**config.mk**
```make
export PLATFORM = sky130hd
export DESIGN_NAME = float_addsub_pipe
export DESIGN_NICKNAME = d
export VERILOG_FILES = /design/src/rtl/fp_pkg.sv /design/src/rtl/fp_lzc.sv /design/src/rtl/float_addsub_pipe.sv
export SDC_FILE = /design/constraint.sdc
export NUM_CORES = 1
export LEC_CHECK = 0
export ABC_AREA = 0
export CORE_UTILIZATION = 30
export DETAILED_ROUTE_END_ITERATION = 8
export PLACE_DENSITY = 0.53
export SKIP_CTS_REPAIR_TIMING = 1
export SLEW_MARGIN = 20
export SYNTH_ARGS = -nofsm -noshare
export SYNTH_HDL_FRONTEND = slang
export SYNTH_SLANG_ARGS = --single-unit
```
**constraint.sdc**
```tcl
create_clock -name clk -period 11.2 [get_ports clk]
set_input_delay 2.24 -clock clk [delete_from_list [all_inputs] [get_ports clk]]
set_output_delay 2.24 -clock clk [all_outputs]
set_load 0.005 [all_outputs]
```
**src/rtl/fp_pkg.sv**
```systemverilog
// Shared floating-point types for the Vector ALU: operand class, unpacked operand,
// exception flags and the canonical quiet-NaN encoding for any exponent/mantissa width.
package fp_pkg;

    // Widest format the unpacked struct can carry (IEEE double)
    localparam int FP_MAX_EXP_W = 11;
    localparam int FP_MAX_SIG_W = 53;
    localparam int FP_MAX_W     = 64;

    typedef enum logic [1:0] {
        ZERO,
        NORM,
        INF,
        NAN
    } fp_class_t;

    typedef struct packed {
        logic                    sign;
        logic [FP_MAX_EXP_W-1:0] exp;
        logic [FP_MAX_SIG_W-1:0] sig;
    } fp_unpacked_t;

    typedef struct packed {
        logic nan;
        logic overflow;
        logic underflow;
        logic inexact;
    } fp_flags_t;

    function automatic logic [FP_MAX_W-1:0] fp_qnan(input int exp_w, input int man_w);
        logic [FP_MAX_W-1:0] one;
        one     = FP_MAX_W'(1);
        fp_qnan = (((one << exp_w) - one) << man_w) | (one << (man_w - 1));
    endfunction

endpackage

```
**src/rtl/fp_lzc.sv**
```systemverilog
// Parametrised leading-zero counter; an all-zero input reports WIDTH.
module fp_lzc #(
    parameter  int WIDTH = 28,
    localparam int CNT_W = $clog2(WIDTH + 1)
) (
    input  logic [WIDTH-1:0] data,
    output logic [CNT_W-1:0] count
);

    // NOTE: a combinational block must assign every output before any conditional
    // update, otherwise the tool infers a latch to hold the old value.
    always_comb begin
        count = CNT_W'(WIDTH);
        for (int i = 0; i < WIDTH; i++) begin
            if (data[i]) count = CNT_W'(WIDTH - 1 - i);
        end
    end

endmodule

```
**src/rtl/float_addsub_pipe.sv**
```systemverilog
// Four-stage pipelined floating-point adder/subtractor with valid/ready streaming,
// round-to-nearest-even, flush-to-zero and a sideband tag per operation.
module float_addsub_pipe
    import fp_pkg::*;
#(
    parameter  int EXP_W = 8,
    parameter  int MAN_W = 23,
    parameter  int TAG_W = 4,
    localparam int W     = 1 + EXP_W + MAN_W
) (
    input  logic             clk,
    input  logic             rst,
    input  logic             in_valid,
    output logic             in_ready,
    input  logic [W-1:0]     in_a,
    input  logic [W-1:0]     in_b,
    input  logic             in_sub,
    input  logic [TAG_W-1:0] in_tag,
    output logic             out_valid,
    input  logic             out_ready,
    output logic [W-1:0]     out_result,
    output logic [TAG_W-1:0] out_tag,
    output logic             out_nan,
    output logic             out_overflow,
    output logic             out_underflow,
    output logic             out_inexact
);

    localparam int SW      = MAN_W + 1;        // significand incl. hidden bit
    localparam int EW      = SW + 3;           // plus guard, round, sticky
    localparam int SUM_W   = EW + 1;           // plus carry
    localparam int LZ_W    = $clog2(SUM_W + 1);
    localparam int EXP_MAX = (1 << EXP_W) - 1;
    localparam logic [EXP_W-1:0] EXP_ONES = '1;
    localparam logic [W-1:0]     QNAN     = W'(fp_qnan(EXP_W, MAN_W));

    typedef struct packed {
        logic         hit;
        logic [W-1:0] word;
        fp_flags_t    flags;
    } special_t;

    function automatic fp_class_t classify(input logic [W-1:0] x);
        logic [EXP_W-1:0] e;
        e = x[W-2 -: EXP_W];
        if (e == EXP_ONES)  classify = (x[MAN_W-1:0] != '0) ? NAN : INF;
        else if (e == '0)   classify = ZERO;
        else                classify = NORM;
    endfunction

    // Denormals collapse to a signed zero here
    function automatic fp_unpacked_t unpack(input logic [W-1:0] x);
        logic [EXP_W-1:0] e;
        e           = x[W-2 -: EXP_W];
        unpack.sign = x[W-1];
        if (e == '0) begin
            unpack.exp = '0;
            unpack.sig = '0;
        end else begin
            unpack.exp = FP_MAX_EXP_W'(e);
            unpack.sig = FP_MAX_SIG_W'({1'b1, x[MAN_W-1:0]});
        end
    endfunction

    logic adv;
    assign adv      = !out_valid || out_ready;
    assign in_ready = adv;

    // ---------------- S1: unpack / classify / swap ----------------
    logic [W-1:0] b_eff;
    fp_class_t    a_cls, b_cls;
    fp_unpacked_t a_op, b_op;
    logic         swap;
    special_t     s1_spec_d;

    always_comb begin
        b_eff     = {in_b[W-1] ^ in_sub, in_b[W-2:0]};
        a_cls     = classify(in_a);
        b_cls     = classify(b_eff);
        a_op      = unpack(in_a);
        b_op      = unpack(b_eff);
        swap      = (b_cls == NORM) && ((a_cls == ZERO) || (b_eff[W-2:0] > in_a[W-2:0]));
        s1_spec_d = '0;
        if (a_cls == NAN || b_cls == NAN ||
            (a_cls == INF && b_cls == INF && in_a[W-1] != b_eff[W-1])) begin
            s1_spec_d.hit       = 1'b1;
            s1_spec_d.word      = QNAN;
            s1_spec_d.flags.nan = 1'b1;
        end else if (a_cls == INF) begin
            s1_spec_d.hit  = 1'b1;
            s1_spec_d.word = {in_a[W-1], EXP_ONES, {MAN_W{1'b0}}};
        end else if (b_cls == INF) begin
            s1_spec_d.hit  = 1'b1;
            s1_spec_d.word = {b_eff[W-1], EXP_ONES, {MAN_W{1'b0}}};
        end
    end

    logic             s1_valid, s2_valid, s3_valid;
    logic [TAG_W-1:0] s1_tag, s2_tag, s3_tag;
    special_t         s1_spec, s2_spec, s3_spec;
    logic             s1_eff_sub, s2_eff_sub, s3_eff_sub;
    fp_unpacked_t     s1_big, s1_small;

    // ---------------- S2: align ----------------
    logic [EXP_W-1:0] exp_diff;
    logic [EW-1:0]    small_ext, lost_mask, small_aligned;

    always_comb begin
        exp_diff  = s1_big.exp[EXP_W-1:0] - s1_small.exp[EXP_W-1:0];
        small_ext = {s1_small.sig[MAN_W:0], 3'b000};
        lost_mask = (EW'(1) << exp_diff) - EW'(1);
        if (int'(exp_diff) >= MAN_W + 3)
            small_aligned = EW'(small_ext != '0);
        else
            small_aligned = (small_ext >> exp_diff) | EW'((small_ext & lost_mask) != '0);
    end

    logic             s2_sign;
    logic [EXP_W-1:0] s2_exp;
    logic [EW-1:0]    s2_big, s2_small;

    // ---------------- S3: add ----------------
    logic [SUM_W-1:0] sum_d;

    always_comb begin
        if (s2_eff_sub) sum_d = {1'b0, s2_big} - {1'b0, s2_small};
        else            sum_d = {1'b0, s2_big} + {1'b0, s2_small};
    end

    logic             s3_sign;
    logic [EXP_W-1:0] s3_exp;
    logic [SUM_W-1:0] s3_sum;

    // ---------------- S4: normalise / round / pack ----------------
    logic [LZ_W-1:0]  lz;
    logic [SUM_W-1:0] norm;
    logic [SW-1:0]    kept;
    logic             guard_bit, sticky_bit, round_up;
    logic [SW:0]      rounded;
    int               exp_adj;
    logic [W-1:0]     res_d;
    fp_flags_t        flags_d;

    fp_lzc #(.WIDTH(SUM_W)) u_lzc (
        .data  (s3_sum),
        .count (lz)
    );

    always_comb begin
        norm       = s3_sum << lz;
        kept       = norm[SUM_W-1 -: SW];
        guard_bit  = norm[3];
        sticky_bit = |norm[2:0];
        round_up   = guard_bit & (sticky_bit | kept[0]);
        rounded    = {1'b0, kept} + (SW + 1)'(round_up);
        // Carry position sits one above the operand exponent; a rounding carry adds one more
        exp_adj    = int'(s3_exp) + 1 - int'(lz) + int'(rounded[SW]);
        res_d      = '0;
        flags_d    = '0;
        if (s3_spec.hit) begin
            res_d   = s3_spec.word;
            flags_d = s3_spec.flags;
        end else if (s3_sum == '0) begin
            res_d = {s3_sign & ~s3_eff_sub, {(W-1){1'b0}}};
        end else if (exp_adj >= EXP_MAX) begin
            res_d             = {s3_sign, EXP_ONES, {MAN_W{1'b0}}};
            flags_d.overflow  = 1'b1;
            flags_d.inexact   = 1'b1;
        end else if (exp_adj < 1) begin
            res_d             = {s3_sign, {(W-1){1'b0}}};
            flags_d.underflow = 1'b1;
            flags_d.inexact   = 1'b1;
        end else begin
            // After a rounding carry the fraction bits are all zero, so no re-shift is needed
            res_d           = {s3_sign, EXP_W'(exp_adj), rounded[MAN_W-1:0]};
            flags_d.inexact = guard_bit | sticky_bit;
        end
    end

    fp_flags_t out_flags;
    assign out_nan       = out_flags.nan;
    assign out_overflow  = out_flags.overflow;
    assign out_underflow = out_flags.underflow;
    assign out_inexact   = out_flags.inexact;

    // ---------------- pipeline control ----------------
    always_ff @(posedge clk) begin
        if (rst) begin
            s1_valid   <= 1'b0;
            s2_valid   <= 1'b0;
            s3_valid   <= 1'b0;
            out_valid  <= 1'b0;
            out_result <= '0;
            out_tag    <= '0;
            out_flags  <= '0;
        end else if (adv) begin
            s1_valid   <= in_valid;
            s2_valid   <= s1_valid;
            s3_valid   <= s2_valid;
            out_valid  <= s3_valid;
            out_result <= res_d;
            out_tag    <= s3_tag;
            out_flags  <= flags_d;
        end
    end

    // NOTE: stage payload registers are deliberately left out of reset; the stage valid
    // bits gate them, so clearing the payload would add reset fan-out for no behaviour.
    always_ff @(posedge clk) begin
        if (adv) begin
            s1_tag     <= in_tag;
            s1_spec    <= s1_spec_d;
            s1_eff_sub <= in_a[W-1] ^ b_eff[W-1];
            s1_big     <= swap ? b_op : a_op;
            s1_small   <= swap ? a_op : b_op;

            s2_tag     <= s1_tag;
            s2_spec    <= s1_spec;
            s2_eff_sub <= s1_eff_sub;
            s2_sign    <= s1_big.sign;
            s2_exp     <= s1_big.exp[EXP_W-1:0];
            s2_big     <= {s1_big.sig[MAN_W:0], 3'b000};
            s2_small   <= small_aligned;

            s3_tag     <= s2_tag;
            s3_spec    <= s2_spec;
            s3_eff_sub <= s2_eff_sub;
            s3_sign    <= s2_sign;
            s3_exp     <= s2_exp;
            s3_sum     <= sum_d;
        end
    end

    // Upper bits of the wide unpacked struct and the post-round hidden bit carry no information
    logic unused_bits;
    assign unused_bits = ^{s1_big, s1_small, rounded};

endmodule

```
== Word level (Yosys, flattened, before mapping) ==
Index checks and enable logic that the tools add are counted.

* Register bits: 323
* Bits in latches: 0
* RAM bits: 0
* Memory bits (read-only): 0
* Bits of input ports: 73
* Output and inout bits: 42
* Logic and storage cells: 144
* Memories: 0

* $add $sub $neg: 8
* Multiply operators: 0
* Div/mod/pow operators: 0
* Order comparisons: 4
* Eq/ne operators: 8
* Shifts and indexed selects: 3
* Multiplexer cells: 55
* Bitwise gates (word level): 9
* Reductions and logical operators: 18

{| class="wikitable"
|+ Operators by type and width
! kind !! count
|-
| 61-bit 2-to-1 mux || 3
|-
| 32-bit 2-to-1 mux || 3
|-
| 5-bit 2-to-1 mux || 16
|-
| 65-bit 2-to-1 mux || 1
|-
| 31-bit 2-to-1 mux || 2
|-
| 23-bit nonzero test || 2
|-
| 33-bit 2-to-1 mux || 1
|-
| 4-bit 2-to-1 mux || 8
|-
| 31-bit greater-than comparator || 1
|-
| 27-bit by 27-bit adder with 28-bit output || 1
|-
| 28-bit zero test || 1
|-
| 28-bit 2-to-1 mux || 1
|-
| 28-bit by 5-bit left shift with 28-bit output || 1
|-
| 27-bit by 27-bit subtractor with 28-bit output || 1
|-
| 27-bit AND || 1
|-
| 27-bit by 1-bit bitwise OR with 27-bit output || 1
|-
| 27-bit nonzero test || 1
|-
| 1-bit by 8-bit left shift with 27-bit output, first input constant || 1
|-
| 27-bit by 8-bit >> shifter with 27-bit output || 1
|-
| 27-bit by 2-bit subtractor with 27-bit output, second input constant || 1
|-
| 24-bit by 1-bit adder with 25-bit output || 1
|-
| 24-bit nonzero test || 1
|-
| 3-bit 2-to-1 mux || 6
|-
| 8-bit == test, second input constant || 2
|-
| 23 further kinds || 47
|}

== Longest topological paths before layout ==
* Depth after elaboration: 39
* Depth in mapped cells: 34
* Gate-level depth less buffers: 29

== By module ==
From an unflattened synthesis, not the netlist that was laid out.

* Cells, all modules: 1744
* Area total of the unflattened synthesis: 16891.2 µm²

{| class="wikitable"
|+ Modules (own cells, without submodules)
! module !! instances !! cells an instance !! area an instance (µm²) !! sequential area each (µm²)
|-
| float_addsub_pipe || 1 || 1684 || 16554.6 || 6556.3
|-
| fp_lzc || 1 || 60 || 336.6 || 0.0
|}

== Worst setup path after synthesis ==
Ideal clock, no wire load.

* Kind: input to output
* Start: input out_ready
* End: output in_ready
* Arrival time: 7.899 ns
* Data required time: 8.960 ns
* Setup slack: 1.061 ns
* Stages on the path: 4
* Path buffers: 2
* Cells stage by stage: nor2b_1 clkbuf_1 clkinv_1 clkbuf_1

* Cells in the longest elaborated chain, start to end: 1

{| class="wikitable"
|+ RTL lines
! item !! RTL line !! RTL
|-
| start, declared || float_addsub_pipe.sv:20 || <nowiki>input logic out_ready,</nowiki>
|-
| 1-bit logical OR || float_addsub_pipe.sv:66 || <nowiki>assign adv = !out_valid || out_ready;</nowiki>
|-
| end, declared || float_addsub_pipe.sv:14 || <nowiki>output logic in_ready,</nowiki>
|}

No other way between the ends.

== Worst setup path after layout ==
* Start: register s3_sum[16]
* End: register out_result[19]

* Cells in the longest elaborated chain, start to end: 23
* Elaborated cells between the ends (all ways): 26
* Classes of those cells: add/sub: 3; order compare: 2; shift: 1; mux: 16; bitwise: 2; reduce/logical: 2

{| class="wikitable"
|+ RTL lines
! item !! RTL line !! RTL
|-
| start, declared || float_addsub_pipe.sv:132 || <nowiki>logic [SUM_W-1:0] s3_sum;</nowiki>
|-
| start signal, assigned || float_addsub_pipe.sv:230 || <nowiki>s3_sum <= sum_d;</nowiki>
|-
| 5-bit 2-to-1 mux (12 in series) || fp_lzc.sv:15 || <nowiki>if (data[i]) count = CNT_W'(WIDTH - 1 - i);</nowiki>
|-
| 28-bit by 5-bit left shift with 28-bit output || float_addsub_pipe.sv:150 || <nowiki>norm = s3_sum << lz;</nowiki>
|-
| 3-bit OR reduction || float_addsub_pipe.sv:153 || <nowiki>sticky_bit = |norm[2:0];</nowiki>
|-
| 1-bit bitwise OR || float_addsub_pipe.sv:154 || <nowiki>round_up = guard_bit & (sticky_bit | kept[0]);</nowiki>
|-
| 1-bit AND || float_addsub_pipe.sv:154 ||
|-
| 24-bit by 1-bit adder with 25-bit output || float_addsub_pipe.sv:155 || <nowiki>rounded = {1'b0, kept} + (SW + 1)'(round_up);</nowiki>
|-
| 10-bit by 2-bit adder with 11-bit output || float_addsub_pipe.sv:157 || <nowiki>exp_adj = int'(s3_exp) + 1 - int'(lz) + int'(rounded[SW]);</nowiki>
|-
| 11-bit by 2-bit less-than comparator with 1-bit output || float_addsub_pipe.sv:169 || <nowiki>end else if (exp_adj < 1) begin</nowiki>
|-
| 31-bit 2-to-1 mux || float_addsub_pipe.sv:169 ||
|-
| 31-bit 2-to-1 mux || float_addsub_pipe.sv:165 || <nowiki>end else if (exp_adj >= EXP_MAX) begin</nowiki>
|-
| 32-bit 2-to-1 mux (*) || float_addsub_pipe.sv:163 || <nowiki>end else if (s3_sum == '0) begin</nowiki>
|-
| 32-bit 2-to-1 mux (*) || float_addsub_pipe.sv:160 || <nowiki>if (s3_spec.hit) begin</nowiki>
|-
| end signal, assigned || float_addsub_pipe.sv:201 || <nowiki>out_result <= res_d;</nowiki>
|-
| end, declared || float_addsub_pipe.sv:21 || <nowiki>output logic [W-1:0] out_result,</nowiki>
|}

Every way passes the cells marked *; elsewhere a longest branch is shown, timed or not.
A chain may end at the register's enable or synchronous reset.

==> flow_metrics.env <==
export IMPL_io_pins=115
export IMPL_total_power_mw=4.05
export IMPL_grt_usage_pct=16.2
export IMPL_vias=13797
export IMPL_synth_nets=1971
export IMPL_synth_warnings=0
export IMPL_fin_crit_sh_pct=74.6
export IMPL_finClkSkew_ns=0.0124
export IMPL_cp_arrival_ns=8.85
export IMPL_yosysTopAreaCell="edfxtp_1"
export IMPL_routedWlPerCell_um=17.8
export IMPL_cts_tree="done"
export IMPL_fin_nets=2045
export IMPL_htree_levels=1
export IMPL_drt_vias_per_instance=5.26
export IMPL_synth_flop_cell="edfxtp_1"
export IMPL_antenna_cells=0
export IMPL_reg2reg_slack_ns=2.84
export IMPL_synthTopCellsByArea="edfxtp_1, ha_1, dfxtp_1"
export IMPL_ys_types=96
export IMPL_first_pass_iters=7
export IMPL_syn_area_um2=16600
export IMPL_synth_top_area_share_pct=34.1
export IMPL_ir_drop_uv=112
export IMPL_synth_most_common_cell="nand2_1"
export IMPL_power_density_nw_per_um2=209
export IMPL_hold_class="reg -> reg"
export IMPL_drt_iter0_drc=865
export IMPL_drc=0
export IMPL_grt_pass1_vias=13454
export IMPL_cap_violations=0
export IMPL_cts_sink_count=233
export IMPL_rows=85
export IMPL_drv_slew=0
export IMPL_cts_root_buffer="clkbuf_16"
export IMPL_p_leak_nw=7.56
export IMPL_period_minus_slack_ns=8.36
export IMPL_antenna_found_initial=0
export IMPL_final_antenna_net_count=0
export IMPL_syn_area_per_cell_um2=9.29
export IMPL_slowest_stage="clkinv_1"
export IMPL_cp_required_ns=11.70
export IMPL_worst_hold_slack_ns=0.413
export IMPL_grt_max_degree=113
export IMPL_cts_buffers=27
export IMPL_finalHoldViolCount=0
export IMPL_r2r_start="s3_sum[16]"
export IMPL_critPathMaxStageDelay_ns=0.96
export IMPL_setup_viol=0
export IMPL_post_dp_cell_area_um2=18500
export IMPL_grt_pass1_wl_um=73800
export IMPL_fin_tns_setup_ns=0
export IMPL_syn2layout_area_growth_pct=16.2
export IMPL_max_slew_margin_pct=30.0
export IMPL_crit_path_start_kind="flip-flop"
export IMPL_crit_start="s3_sum[16]"
export IMPL_crit_type="reg -> reg"
export IMPL_port_buffers=114
export IMPL_rsz0062_at_grt="no"
export IMPL_end_kind="flip-flop"
export IMPL_tightest_slew_ns=1.05
export IMPL_crit_family="simple AND/OR/NAND/NOR gates"
export IMPL_postLayoutCellArea_um2=19300
export IMPL_run_status="finished clean"
export IMPL_die_y_um=238
export IMPL_fillCellCount=5512
export IMPL_worst_path_max_fanout=25
export IMPL_clk_pin_slew_ns=0.06
export IMPL_dp_hpwl_um=36200
export IMPL_synthTopCellsByCount="nand2_1, edfxtp_1, nor2_1"
export IMPL_ys_seq_elements=233
export IMPL_synthArstFlopShare_pct=0
export IMPL_synth_seq_area_share_pct=39.4
export IMPL_initial_core_util_pct=30.6
export IMPL_die_w_um=238
export IMPL_hold_path_startpoint="s2_spec[3]"
export IMPL_place_gp_congestion=0.924
export IMPL_clockBufferDepth=3
export IMPL_drive_gt1_share_pct=7.37
export IMPL_cp_cell_sequence="nor2_1 -> nand2_1 -> o31a_1 -> nor2_2 -> clkinv_1 -> or3_1 -> a32oi_1 -> o211a_1 -> nand3_1 -> nor4b_1 -> ha_1 -> nand3_1 -> nand2b_1 -> nor3_1 -> nand2_1 -> a32oi_1 -> o22ai_1 -> a21oi_1 -> nor4b_2 -> nand2_1 -> or4_1 -> nand3_1"
export IMPL_synth_edf_count=189
export IMPL_die_area_um2=56400
export IMPL_critPathBufInv=1
export IMPL_grt_overflow_total=0
export IMPL_wirelength_um=46600
export IMPL_coreArea_um2=54300
export IMPL_worstSkewPairLatency_ns=0.56
export IMPL_max_freq_ghz=0.120
export IMPL_syn_inst=1792
export IMPL_fin_util_pct=35.6
layer usage:
metal  global-route usage, %  routed length [µm]  up-vias
met3                    1.96                1930       93
met5                       0                   0        -
met4                    6.14                1690        0
li1                        -                   -     6848
met2                    27.9               22400      361
met1                    20.6               20600     6495
sequential cells by signal (all words and copies together), names as in the netlist, 8 cells and up:
signal      cells
s3_sum         28
s3_exp          8
out_result     32
s1_small       32
s2_big         24
s2_small       27
s1_big         33
s2_exp          8
cells in the final DEF (no fill, tap or decap), types with 8 or more instances in the layout:
master / netlist / final
o21a_1: 21 / 21
or4_1: 11 / 11
ha_1: 103 / 103
nand4_1: 23 / 23
and2_1: 13 / 13
a22oi_1: 12 / 12
nor3_1: 30 / 29
o21ai_0: 95 / 95
mux2i_1: 50 / 50
o31ai_1: 35 / 35
clkdlybuf4s50_1: 0 / 114
o211ai_1: 14 / 14
xnor2_1: 36 / 35
or3_1: 8 / 8
buf_4: 8 / 19
edfxtp_1: 189 / 189
a31oi_1: 18 / 18
xor2_1: 16 / 15
dfxtp_1: 44 / 44
nand2b_1: 16 / 16
or2_2: 10 / 10
and3_1: 11 / 11
mux4_2: 8 / 8
a21boi_0: 9 / 9
inv_1: 117 / 117
o211a_1: 8 / 8
a22o_1: 28 / 28
clkinv_1: 4 / 8
nand3_1: 30 / 30
a21o_1: 27 / 27
mux2_2: 29 / 29
nor2b_1: 15 / 14
a211oi_1: 28 / 28
nand2_1: 192 / 192
o22ai_1: 28 / 28
nor4_1: 32 / 32
a21oi_1: 107 / 106
clkbuf_16: 0 / 27
nor2_1: 159 / 159
kinds of logic (layout without fill, tap and decap cells):
group           Yosys count  count (layout)  synth area share, %
fa+ha+maj               106             106                 8.10
flops                   233             233                 39.4
buf+inv                 211             305                 5.30
compound gates          527             527                 21.7
mux                      89              89                 6.22
simple gates            574             574                 16.6
xor+xnor                 52              52                 2.74
power breakdown:
group / total [mW] / switching, mW / internal (mW)
Clock: 0.847 / 0.348 / 0.499
Sequential: 1.28 / 0.150 / 1.13
Combinational: 1.93 / 1.17 / 0.760
Total: 4.05 / 1.66 / 2.38
through the flow:
| stage | std cells | worst slack (ns) |
|---|---|---|
| 2_1_floorplan | 1792 | 1.06 |
| 3_3_place_gp | 2576 | 3.18 |
| 3_5_place_dp | 2576 | 2.98 |
| 4_1_cts | 2625 | 2.89 |
| 5_1_grt | 2625 | 2.08 |
| 6_report | 2625 | 2.84 |
worst register-to-register path: cells and delay by family (launching register included):
| kind | cells | cell delay [ns] |
|---|---|---|
| simple gates | 14 | 4.83 |
| buf+inv | 1 | 0.96 |
| compound gates | 6 | 1.77 |
| fa+ha+maj | 1 | 0.28 |
| flops | 1 | 0.46 |
layout make-up:
class	count	area (µm²)	share of cell area (%)
clock buffers	35	716	3.70
clock inverters	14	139	0.718
inverters	123	469	2.43
multi-input cells	1348	9250	47.8
flip-flops and latches	233	6560	33.9
well taps	739	925	4.78
repair buffers	133	1280	6.64
worst paths after layout:
| kind | to | depth (start not counted) |
|---|---|---|
| min | s3_spec[3] | 0 |
| min reg2reg | s3_spec[3] | 0 |
| max | out_result[19] | 22 |
| max reg2reg | out_result[19] | 22 |
Power figures use the tool's default switching activity.
